<file path="config.mk">
export PLATFORM = sky130hd
export DESIGN_NAME = bit_serializer_flat
export DESIGN_NICKNAME = d
export VERILOG_FILES = /design/src/rtl/serdes_pkg.sv /design/src/rtl/bit_serializer_if.sv /design/src/rtl/bit_serializer.sv /design/src/flat_wrapper.sv
export SDC_FILE = /design/constraint.sdc
export NUM_CORES = 1
export LEC_CHECK = 0
export CORE_UTILIZATION = 50
export DETAILED_ROUTE_END_ITERATION = 6
export GPL_ROUTABILITY_DRIVEN = 0
export GPL_TIMING_DRIVEN = 0
export PLACE_DENSITY = 0.71
export SYNTH_ARGS = -nofsm -noshare
export SYNTH_HDL_FRONTEND = slang
export SYNTH_SLANG_ARGS = --single-unit
</file>
<file path="constraint.sdc">
create_clock -name clk -period 1.8 [get_ports clk]
set_input_delay 0.27 -clock clk [delete_from_list [all_inputs] [get_ports clk]]
set_output_delay 0.27 -clock clk [all_outputs]
set_load 0.03 [all_outputs]
</file>
<file path="src/rtl/serdes_pkg.sv">
// Shared definitions for the serializer and the downstream pattern detector.
package serdes_pkg;

  typedef enum logic {
    IDLE  = 1'b0,
    SHIFT = 1'b1
  } ser_state_e;

  localparam int   DEF_WIDTH    = 8;
  localparam logic IDLE_BIT_DEF = 1'b0;

  // Bit-counter width for a given word width; never narrower than one bit.
  function automatic int cnt_width(input int w);
    return ($clog2(w) < 1) ? 1 : $clog2(w);
  endfunction

  localparam int DEF_CNT_W = cnt_width(DEF_WIDTH);

endpackage

</file>
<file path="src/rtl/bit_serializer_if.sv">
// Word-in / bit-out bus between a word source, the serializer and the detector.
interface bit_serializer_if #(
  parameter int WIDTH = serdes_pkg::DEF_WIDTH
);
  logic [WIDTH-1:0] data_in;
  logic             data_valid;
  logic             data_ready;
  logic             dout;
  logic             dout_valid;
  logic             busy;

  // Word source / observer side.
  modport master (
    output data_in, data_valid,
    input  data_ready, dout, dout_valid, busy
  );

  // Serializer side.
  modport slave (
    input  data_in, data_valid,
    output data_ready, dout, dout_valid, busy
  );
endinterface

</file>
<file path="src/rtl/bit_serializer.sv">
// Parallel-to-serial converter with a one-deep holding register so
// back-to-back words leave with no idle bit between them.
module bit_serializer
  import serdes_pkg::*;
#(
  parameter int   WIDTH     = DEF_WIDTH,
  parameter bit   MSB_FIRST = 1'b1,
  parameter logic IDLE_BIT  = IDLE_BIT_DEF
) (
  input  logic              clk,
  input  logic              reset,
  bit_serializer_if.slave   bus
);

  localparam int CNT_W = cnt_width(WIDTH);
  localparam logic [CNT_W-1:0] LAST_CNT = CNT_W'(WIDTH - 1);

  ser_state_e       state_q, state_d;
  logic [CNT_W-1:0] cnt_q, cnt_d;
  logic [WIDTH-1:0] shreg_q, shreg_d;
  logic [WIDTH-1:0] hold_q, hold_d;
  logic             hold_full_q, hold_full_d;
  logic             dout_q, dout_d;
  logic             dout_valid_q, dout_valid_d;

  logic             accept;
  logic             last_bit;

  // First bit to emit from a word that is aligned for shifting.
  function automatic logic head(input logic [WIDTH-1:0] w);
    return MSB_FIRST ? w[WIDTH-1] : w[0];
  endfunction

  // Drop the bit just emitted so the next one sits at the head.
  function automatic logic [WIDTH-1:0] advance(input logic [WIDTH-1:0] w);
    return MSB_FIRST ? (w << 1) : (w >> 1);
  endfunction

  // Ready depends only on the hold flop, never on data_valid.
  assign accept   = bus.data_valid && !hold_full_q;
  assign last_bit = (cnt_q == LAST_CNT);

  // Next-state: load, shift, hold-buffer and return-to-idle decisions.
  always_comb begin
    state_d      = state_q;
    cnt_d        = cnt_q;
    shreg_d      = shreg_q;
    hold_d       = hold_q;
    hold_full_d  = hold_full_q;
    dout_d       = dout_q;
    dout_valid_d = dout_valid_q;
    case (state_q)
      IDLE: begin
        if (accept) begin
          state_d      = SHIFT;
          cnt_d        = '0;
          dout_d       = head(bus.data_in);
          shreg_d      = advance(bus.data_in);
          dout_valid_d = 1'b1;
        end
      end
      SHIFT: begin
        if (last_bit) begin
          // accept implies the hold register is empty, so a held word and a
          // fresh word never compete for the shift register here.
          if (hold_full_q) begin
            cnt_d       = '0;
            dout_d      = head(hold_q);
            shreg_d     = advance(hold_q);
            hold_full_d = 1'b0;
          end else if (accept) begin
            cnt_d   = '0;
            dout_d  = head(bus.data_in);
            shreg_d = advance(bus.data_in);
          end else begin
            state_d      = IDLE;
            cnt_d        = '0;
            dout_d       = IDLE_BIT;
            dout_valid_d = 1'b0;
          end
        end else begin
          dout_d  = head(shreg_q);
          shreg_d = advance(shreg_q);
          cnt_d   = cnt_q + CNT_W'(1);
          if (accept) begin
            hold_d      = bus.data_in;
            hold_full_d = 1'b1;
          end
        end
      end
      default: begin
        state_d = IDLE;
      end
    endcase
  end

  // State and output registers; reset discards any partial or held word.
  always_ff @(posedge clk or posedge reset) begin
    if (reset) begin
      state_q      <= IDLE;
      cnt_q        <= '0;
      shreg_q      <= '0;
      hold_q       <= '0;
      hold_full_q  <= 1'b0;
      dout_q       <= IDLE_BIT;
      dout_valid_q <= 1'b0;
    end else begin
      state_q      <= state_d;
      cnt_q        <= cnt_d;
      shreg_q      <= shreg_d;
      hold_q       <= hold_d;
      hold_full_q  <= hold_full_d;
      dout_q       <= dout_d;
      dout_valid_q <= dout_valid_d;
    end
  end

  assign bus.data_ready = !hold_full_q;
  assign bus.busy       = (state_q == SHIFT) || hold_full_q;
  assign bus.dout       = dout_q;
  assign bus.dout_valid = dout_valid_q;

endmodule

</file>
<file path="src/flat_wrapper.sv">
// flat-port wrapper written by rule: the top's interface ports become plain ports
module bit_serializer_flat import serdes_pkg::*;
#(
  parameter int   WIDTH     = DEF_WIDTH,
  parameter bit   MSB_FIRST = 1'b1,
  parameter logic IDLE_BIT  = IDLE_BIT_DEF
)
  (clk, reset, bus_data_in, bus_data_valid, bus_data_ready, bus_dout, bus_dout_valid, bus_busy);
  bit_serializer_if #(.WIDTH(WIDTH)) bus_i ();
  input  logic clk;
  input  logic reset;
  input wire logic [$bits(bus_i.data_in)-1:0] bus_data_in;
  input wire logic [$bits(bus_i.data_valid)-1:0] bus_data_valid;
  output wire logic [$bits(bus_i.data_ready)-1:0] bus_data_ready;
  output wire logic [$bits(bus_i.dout)-1:0] bus_dout;
  output wire logic [$bits(bus_i.dout_valid)-1:0] bus_dout_valid;
  output wire logic [$bits(bus_i.busy)-1:0] bus_busy;
  assign bus_i.data_in = bus_data_in;
  assign bus_i.data_valid = bus_data_valid;
  assign bus_data_ready = bus_i.data_ready;
  assign bus_dout = bus_i.dout;
  assign bus_dout_valid = bus_i.dout_valid;
  assign bus_busy = bus_i.busy;
  bit_serializer #(.WIDTH(WIDTH), .MSB_FIRST(MSB_FIRST), .IDLE_BIT(IDLE_BIT)) u_core (.clk(clk), .reset(reset), .bus(bus_i));
endmodule
</file>
==> run_results.csv, run 1 <==
group,metric,value,unit
run_status,status,"finished, final reports clean",
floorplan,die_h,48.28,um
critical_path,cp-end-kind,"register",
synth,syn_inst,101,
synth,ys_types,23,
pwr,pwr-share-clk,0.122,
floorplan,start_util,0.5404,
cells_and_area,drive_above_1_share,0.1653,
timing,layout_min_cycle_time,1.693,ns
timing,rsz0062_at_grt,"false",
cells_and_area,area_growth_syn_to_layout,19.74,%
routing,via_per_inst,5.486,
place,postPlaceCellArea,1245,sq um
routing,wire_per_inst,14.53,um
critical_path,critPathSlowestCell,"dfrtp_1",
floorplan,rows,16,
critical_path,reg2reg_from,"u_core.cnt_q[0]$_DFFE_PP0P_",
critical_path,max_stage_delay,0.41,ns
timing,finalClockSkew,0.002298,ns
clock_network,h-tree-depth,1,
critical_path,path_class,"reg -> reg",
critical_path,cp_num_buf_inv,1,
synth,synth_edf_count,0,
synth,synthArstFlopShare,1.000,
synth,synth_fp_nets,115,
floorplan,dieArea,2331,sq um
clock_network,clk_pin_slew,0.12,ns
critical_path,crit_start,"u_core.cnt_q[0]$_DFFE_PP0P_",
worst_hold_path,hold_path.class,"in -> async",
timing,finalHoldViolations,0,
cells_and_area,diodes,0,
pwr,powerDensity,1518,nW/um^2
pwr,p_sw,722.4,uW
place,hpwl,1396,um
global_routing,grt_util_all_layers,0.2094,
synth,yosys_warnings,0,
timing,maxSlewHeadroom,0.4281,
pwr,p_total,1.947,mW
run,maxCapViolations,0,
pwr,comb_power_share,0.422,
routing,vias,812,
routing,wirelength,2150,um
global_routing,grt_max_degree,24,
global_routing,grt_antenna_before_repair,0,
critical_path,crit_cells,5,
timing,finalWorstSetupSlack,0.1074,ns
clock_network,worstSkewPairLatency,0.31,ns
routing,drcViolationCount,0,
routing,ant_nets,0,
pwr,power_switching_share,0.3710,
cells_and_area,nets,136,
timing,period_share,0.9404,
critical_path,critPathCapture,"u_core.hold_q[6]$_DFFE_PP0P_",
clock_network,tritoncts,"done",
timing,slew_violations,0,
synth,yosys_most_used_dff,"dfrtp_1",
floorplan,core_area,1982,sq um
clock_network,cts.sinks,23,
critical_path,cp_top_family,"adder cells",
pwr,leakage,0.5677,nW
clock_network,ctsHoldBuffers,0,
critical_path,crit_top_cell,"ha_1",
critical_path,cp.arrival,1.90,ns
critical_path,crit_required,2.01,ns
global_routing,grt_pass1_vias,716,
critical_path,ff2ff_path_depth,5,
synth,yosysSeqAreaShare,0.5374,
clock_network,cts_root_buf,"clkbuf_4",
critical_path,reg2reg_setup_slack,0.11,ns
clock_network,ctsLongestPathBuffers,2,
synth,synth_area,1071,sq um
routing,firstDrtPassIters,4,
timing,max_freq,590.8,MHz
synth,ys_ff_latch,23,
floorplan,die_x,48.28,um
synth,synth.avg_cell_area,10.60,sq um
critical_path,worstPathCellList,"ha_1 -> ha_1 -> nor3_4 -> buf_4 -> mux2_2",
global_routing,grt_overflow,0,
place,post-place-ws,-0.02363,ns
critical_path,cp-start-kind,"register",
timing,setup_viol,0,
critical_path,reg2reg_to,"u_core.hold_q[6]$_DFFE_PP0P_",
routing,drt_iter0_markers,13,
place,placement.io_buffers,14,
floorplan,io_pins,15,
timing,worst_pin_slew,0.8569,ns
cells_and_area,stdcell_area,1282,sq um
clock_network,cts_buffers,3,
critical_path,path_max_fanout,4,
global_routing,grt_pass1_wl,3229,um
pwr,power_frac_seq,0.456,
pwr,p_int,1.224,mW
pwr,vdd_drop_max,0.9147,mV
cell families (layout without fill, tap and decap cells):
| kind of cell | Yosys count | count (layout) | synth area share |
|---|---|---|---|
| flops | 23 | 23 | 0.5374 |
| mux | 9 | 9 | 0.09345 |
| fa+ha+maj | 3 | 3 | 0.03505 |
| compound gates | 23 | 23 | 0.1495 |
| simple gates | 34 | 34 | 0.1437 |
| buf+inv | 9 | 29 | 0.04089 |
layer usage:
layer | vias to the layer above | share of wire | track usage
li1 | 399 | - | -
met1 | 390 | 0.48 | 0.2892
met2 | 19 | 0.47 | 0.3120
met3 | 4 | 0.038 | 0.05556
met4 | 0 | 0.013 | 0.08889
met5 | - | 0 | 0
final cells by class:
cell class	count	area [sq um]
fill	157	699.4
sequential	23	575.6
multi-input combinational	69	451.7
timing repair buffer	16	148.9
buffer	6	33.78
tap	27	33.78
clock buffer	3	22.52
inverter	3	11.26
clock inverter	1	5.005
sequential cells by signal (all words and copies together), names as in the netlist:
register,flops
u_core.cnt_q,3
u_core.hold_full_q,1
u_core.bus.dout_valid,1
u_core.bus.dout,1
u_core.hold_q,8
u_core.shreg_q,8
u_core.state_q,1
power by group through the flow:
stage               logic, mW  registers (mW)  clock network [mW]
floorplan               0.593           0.888                   0
global placement        0.789           0.888                   0
detailed placement      0.813           0.895                   0
CTS                     0.823           0.884               0.245
global route            0.923           0.909               0.260
finish                  0.822           0.887               0.238
layout by cell type (no fill, tap or decap), drive strengths merged, types with 2 or more instances in the layout:
| cell | n |
|---|---|
| a32oi | 7 |
| nand2b | 2 |
| ha | 3 |
| nor2 | 3 |
| clkbuf | 6 |
| o22ai | 8 |
| clkdlybuf4s50 | 12 |
| inv | 3 |
| nand2 | 25 |
| dfrtp | 23 |
| o21ai | 4 |
| mux2 | 8 |
| buf | 6 |
through the flow:
stage	hold slack (ns)	instances	TNS (ns)	util
detailed placement	0.4908	142	-0.08513	0.6282
global route	0.5183	148	0	0.6471
finish	0.4197	148	0	0.6471
floorplan	0.2719	101	0	-
global placement	0.4818	142	-0.04496	0.6282
CTS	0.4538	148	0	0.6490
Yosys cell counts, types with 2 or more instances:
cell      count  share of area
inv_1         3          0.011
o21ai_0       4          0.019
clkbuf_1      2         0.0070
buf_2         2         0.0093
buf_4         2          0.014
nor2_1        3          0.011
nand2b_1      2          0.012
nand2_1      25          0.088
o22ai_1       8          0.047
ha_1          3          0.035
a32oi_1       7          0.057
mux2_1        2          0.021
dfrtp_1      23           0.54
mux2_2        6          0.063
worst min path at each step:
stage | slack [ns] | endpoint | depth (start not counted) | from
6_report | 0.42 | u_core.bus.dout_valid$_DFFE_PP0P_ | 2 | reset
3_3_place_gp | 0.48 | u_core.hold_q[1]$_DFFE_PP0P_ | 1 | u_core.hold_q[1]$_DFFE_PP0P_
3_5_place_dp | 0.49 | u_core.hold_q[1]$_DFFE_PP0P_ | 1 | u_core.hold_q[1]$_DFFE_PP0P_
4_1_cts | 0.45 | u_core.cnt_q[2]$_DFFE_PP0P_ | 2 | reset
2_1_floorplan | 0.27 | u_core.bus.dout$_DFFE_PP0P_ | 1 | reset
5_1_grt | 0.52 | u_core.cnt_q[2]$_DFFE_PP0P_ | 2 | reset
what timing repair did:
action / 4_1_cts / 5_1_grt
gates resized for setup: 3 / 3
setup endpoints to repair: 10 / 2
pin swaps: 1 / 0
setup buffers: 2 / 0
gates cloned: 0 / 0
Power figures use the tool's default switching activity.
==> run 2: changes to the inputs <==
==> constraint.sdc (replaced) <==
create_clock -name clk -period 1.8 [get_ports clk]
set_input_delay 0.54 -clock clk [delete_from_list [all_inputs] [get_ports clk]]
set_output_delay 0.54 -clock clk [all_outputs]
set_load 0.03 [all_outputs]
==> run 2 against run 1 <==
Against the previous run:
- clock skew barely moved
- non-clock buffer count increased by 2
- sequential power hardly changed
- register-to-register slack improved by 0.02 ns
- global-route usage up 0.16 points
- final cell count rose by 1.4%
- clock-buffer cell count unchanged
- critical endpoint is now bus_busy
- first-iteration DRC count rose by 15%
- power rose by 1.5%
- combinational power is 3.5% higher
- sequential share of layout area fell by 0.94 points
==> run_results.csv, run 2 (same netlist as run 1, synthesis figures left out) <==
group,metric,value,unit
run_status,status,"finished, final reports clean",
critical_path,worstPathCellList,"buf_6 -> or2_4 -> buf_6",
timing,layout_min_cycle_time,1.757,ns
cells_and_area,fin_util,0.6610,
critical_path,cp-end-kind,"output port",
critical_path,critPathCapture,"bus_busy",
critical_path,cp_num_buf_inv,2,
pwr,leakage,0.5884,nW
critical_path,cp-start-kind,"register",
critical_path,path_max_fanout,8,
timing,hold_slack,0.5153,ns
cells_and_area,drive_above_1_share,0.1870,
routing,drt_iter0_markers,15,
place,hpwl,1396,um
routing,wire_per_inst,14.43,um
pwr,powerDensity,1509,nW/um^2
critical_path,crit_start,"u_core.hold_full_q$_DFFE_PP0P_",
timing,finalClockSkew,0.002743,ns
clock_network,cts.sinks,23,
critical_path,ff2ff_path_depth,5,
global_routing,grt_antenna_before_repair,0,
clock_network,ctsHoldBuffers,0,
floorplan,start_util,0.5404,
critical_path,max_stage_delay,0.39,ns
routing,via_per_inst,5.607,
floorplan,dieArea,2331,sq um
timing,period_share,0.9761,
clock_network,clk_pin_slew,0.12,ns
clock_network,cts_buffers,3,
cells_and_area,nets,138,
critical_path,path_class,"reg -> out",
floorplan,io_pins,15,
critical_path,cp_top_family,"flip-flops",
cells_and_area,n_fill_cell,156,
clock_network,worstSkewPairLatency,0.31,ns
critical_path,crit_required,1.26,ns
pwr,power_switching_share,0.3682,
worst_hold_path,hold_path.class,"reg -> reg",
cells_and_area,reg_top3,"u_core.hold_q x8, u_core.shreg_q x8, u_core.cnt_q x3",
cells_and_area,diodes,0,
global_routing,grt_pass1_wl,3249,um
timing,max_freq,569.1,MHz
global_routing,grt_pass1_vias,726,
run,maxCapViolations,0,
timing,worst_pin_slew,0.8549,ns
floorplan,rows,16,
clock_network,tritoncts,"done",
critical_path,reg2reg_from,"u_core.cnt_q[0]$_DFFE_PP0P_",
routing,vias,841,
timing,setup_viol,0,
routing,drcViolationCount,0,
routing,firstDrtPassIters,4,
global_routing,grt_max_degree,24,
place,placement.io_buffers,14,
critical_path,crit_cells,3,
floorplan,core_area,1982,sq um
cells_and_area,final_cell_mix,"nand2_1, dfrtp_1, clkdlybuf4s50_1",
global_routing,grt_util_all_layers,0.2109,
critical_path,cp.arrival,1.22,ns
critical_path,crit_top_cell,"buf_6",
global_routing,grt_overflow,0,
critical_path,reg2reg_setup_slack,0.13,ns
floorplan,die_h,48.28,um
critical_path,critPathSlowestCell,"dfrtp_1",
floorplan,die_x,48.28,um
timing,finalHoldViolations,0,
pwr,vdd_drop_max,0.9137,mV
pwr,power_frac_seq,0.450,
pwr,p_int,1.249,mW
clock_network,ctsLongestPathBuffers,2,
routing,ant_nets,0,
critical_path,reg2reg_to,"u_core.hold_q[6]$_DFFE_PP0P_",
routing,wirelength,2164,um
clock_network,h-tree-depth,1,
pwr,p_sw,727.9,uW
cells_and_area,area_growth_syn_to_layout,22.31,%
cells_and_area,final_common_cell,"nand2_1",
timing,slew_violations,0,
timing,maxSlewHeadroom,0.4295,
pwr,pwr-share-clk,0.120,
pwr,comb_power_share,0.431,
clock_network,cts_root_buf,"clkbuf_4",
## run 2: cell types whose count changed in the layout (fill, tap and decap cells not counted)
| cell | change |
|---|---|
| buf_6 | +3 |
| buf_4 | +1 |
| clkdlybuf4s50_1 | -2 |
| clkbuf_2 | -1 |
| dlygate4sd2_1 | +1 |
| or2_4 | +1 |
| or2_2 | -1 |
## run 2: metal layers
metal	wire, um	global-route usage
met4	52	0.08889
met3	128	0.05556
met2	995	0.3200
met1	988	0.2867
met5	0	0
## run 2: how the worst min path moves through the flow
stage / to / cells past startpoint / startpoint / slack [ns]
finish: u_core.shreg_q[0]$_DFF_PP0_ / 2 / u_core.shreg_q[0]$_DFF_PP0_ / 0.52
global route: u_core.shreg_q[0]$_DFF_PP0_ / 2 / u_core.shreg_q[0]$_DFF_PP0_ / 0.53
CTS: u_core.hold_q[1]$_DFFE_PP0P_ / 1 / u_core.hold_q[1]$_DFFE_PP0P_ / 0.52
detailed placement: u_core.hold_q[1]$_DFFE_PP0P_ / 1 / u_core.hold_q[1]$_DFFE_PP0P_ / 0.49
global placement: u_core.hold_q[1]$_DFFE_PP0P_ / 1 / u_core.hold_q[1]$_DFFE_PP0P_ / 0.48
floorplan: u_core.hold_q[1]$_DFFE_PP0P_ / 1 / u_core.hold_q[1]$_DFFE_PP0P_ / 0.46
## run 2: layout make-up
cell class | instances | area [sq um] | area share
inverter | 3 | 11.26 | 0.008596
buffer | 6 | 43.79 | 0.03343
sequential | 23 | 575.6 | 0.4393
multi-input combinational | 69 | 454.2 | 0.3467
timing repair buffer | 18 | 163.9 | 0.1251
clock buffer | 3 | 22.52 | 0.01719
clock inverter | 1 | 5.005 | 0.003820
tap | 27 | 33.78 | 0.02579
## run 2: power by group through the flow
stage,Combinational (mW),Sequential (mW),Clock [mW]
2_1_floorplan,0.593,0.888,0
3_3_place_gp,0.789,0.888,0
3_5_place_dp,0.813,0.895,0
4_1_cts,0.831,0.886,0.245
5_1_grt,0.957,0.910,0.260
6_report,0.851,0.889,0.237
## run 2: what timing repair did
item / CTS / global route
setup buffers: 2 / 2
pin swaps: 0 / 0
endpoints found under the hold margin: 0 / 0
resized for setup: 15 / 5
gates cloned: 0 / 0
endpoints found under the setup margin: 12 / 3
## run 2: metrics by stage
step | area (sq um) | cells | total power, mW | TNS (ns) | worst slack (ns)
2_1_floorplan | 1071 | 101 | 1.481 | 0 | 0.1853
3_3_place_gp | 1245 | 142 | 1.676 | -2.354 | -0.2801
5_1_grt | 1310 | 150 | 2.127 | -0.002307 | -0.002307
3_5_place_dp | 1245 | 142 | 1.708 | -2.437 | -0.2936
4_1_cts | 1296 | 148 | 1.962 | 0 | 0.01248
6_report | 1310 | 150 | 1.977 | 0 | 0.04294
## run 2: worst min-delay path, delay by kind of cell (launching register included)
kind | cells | cell delay, ns
flops | 1 | 0.40
simple gates | 2 | 0.10
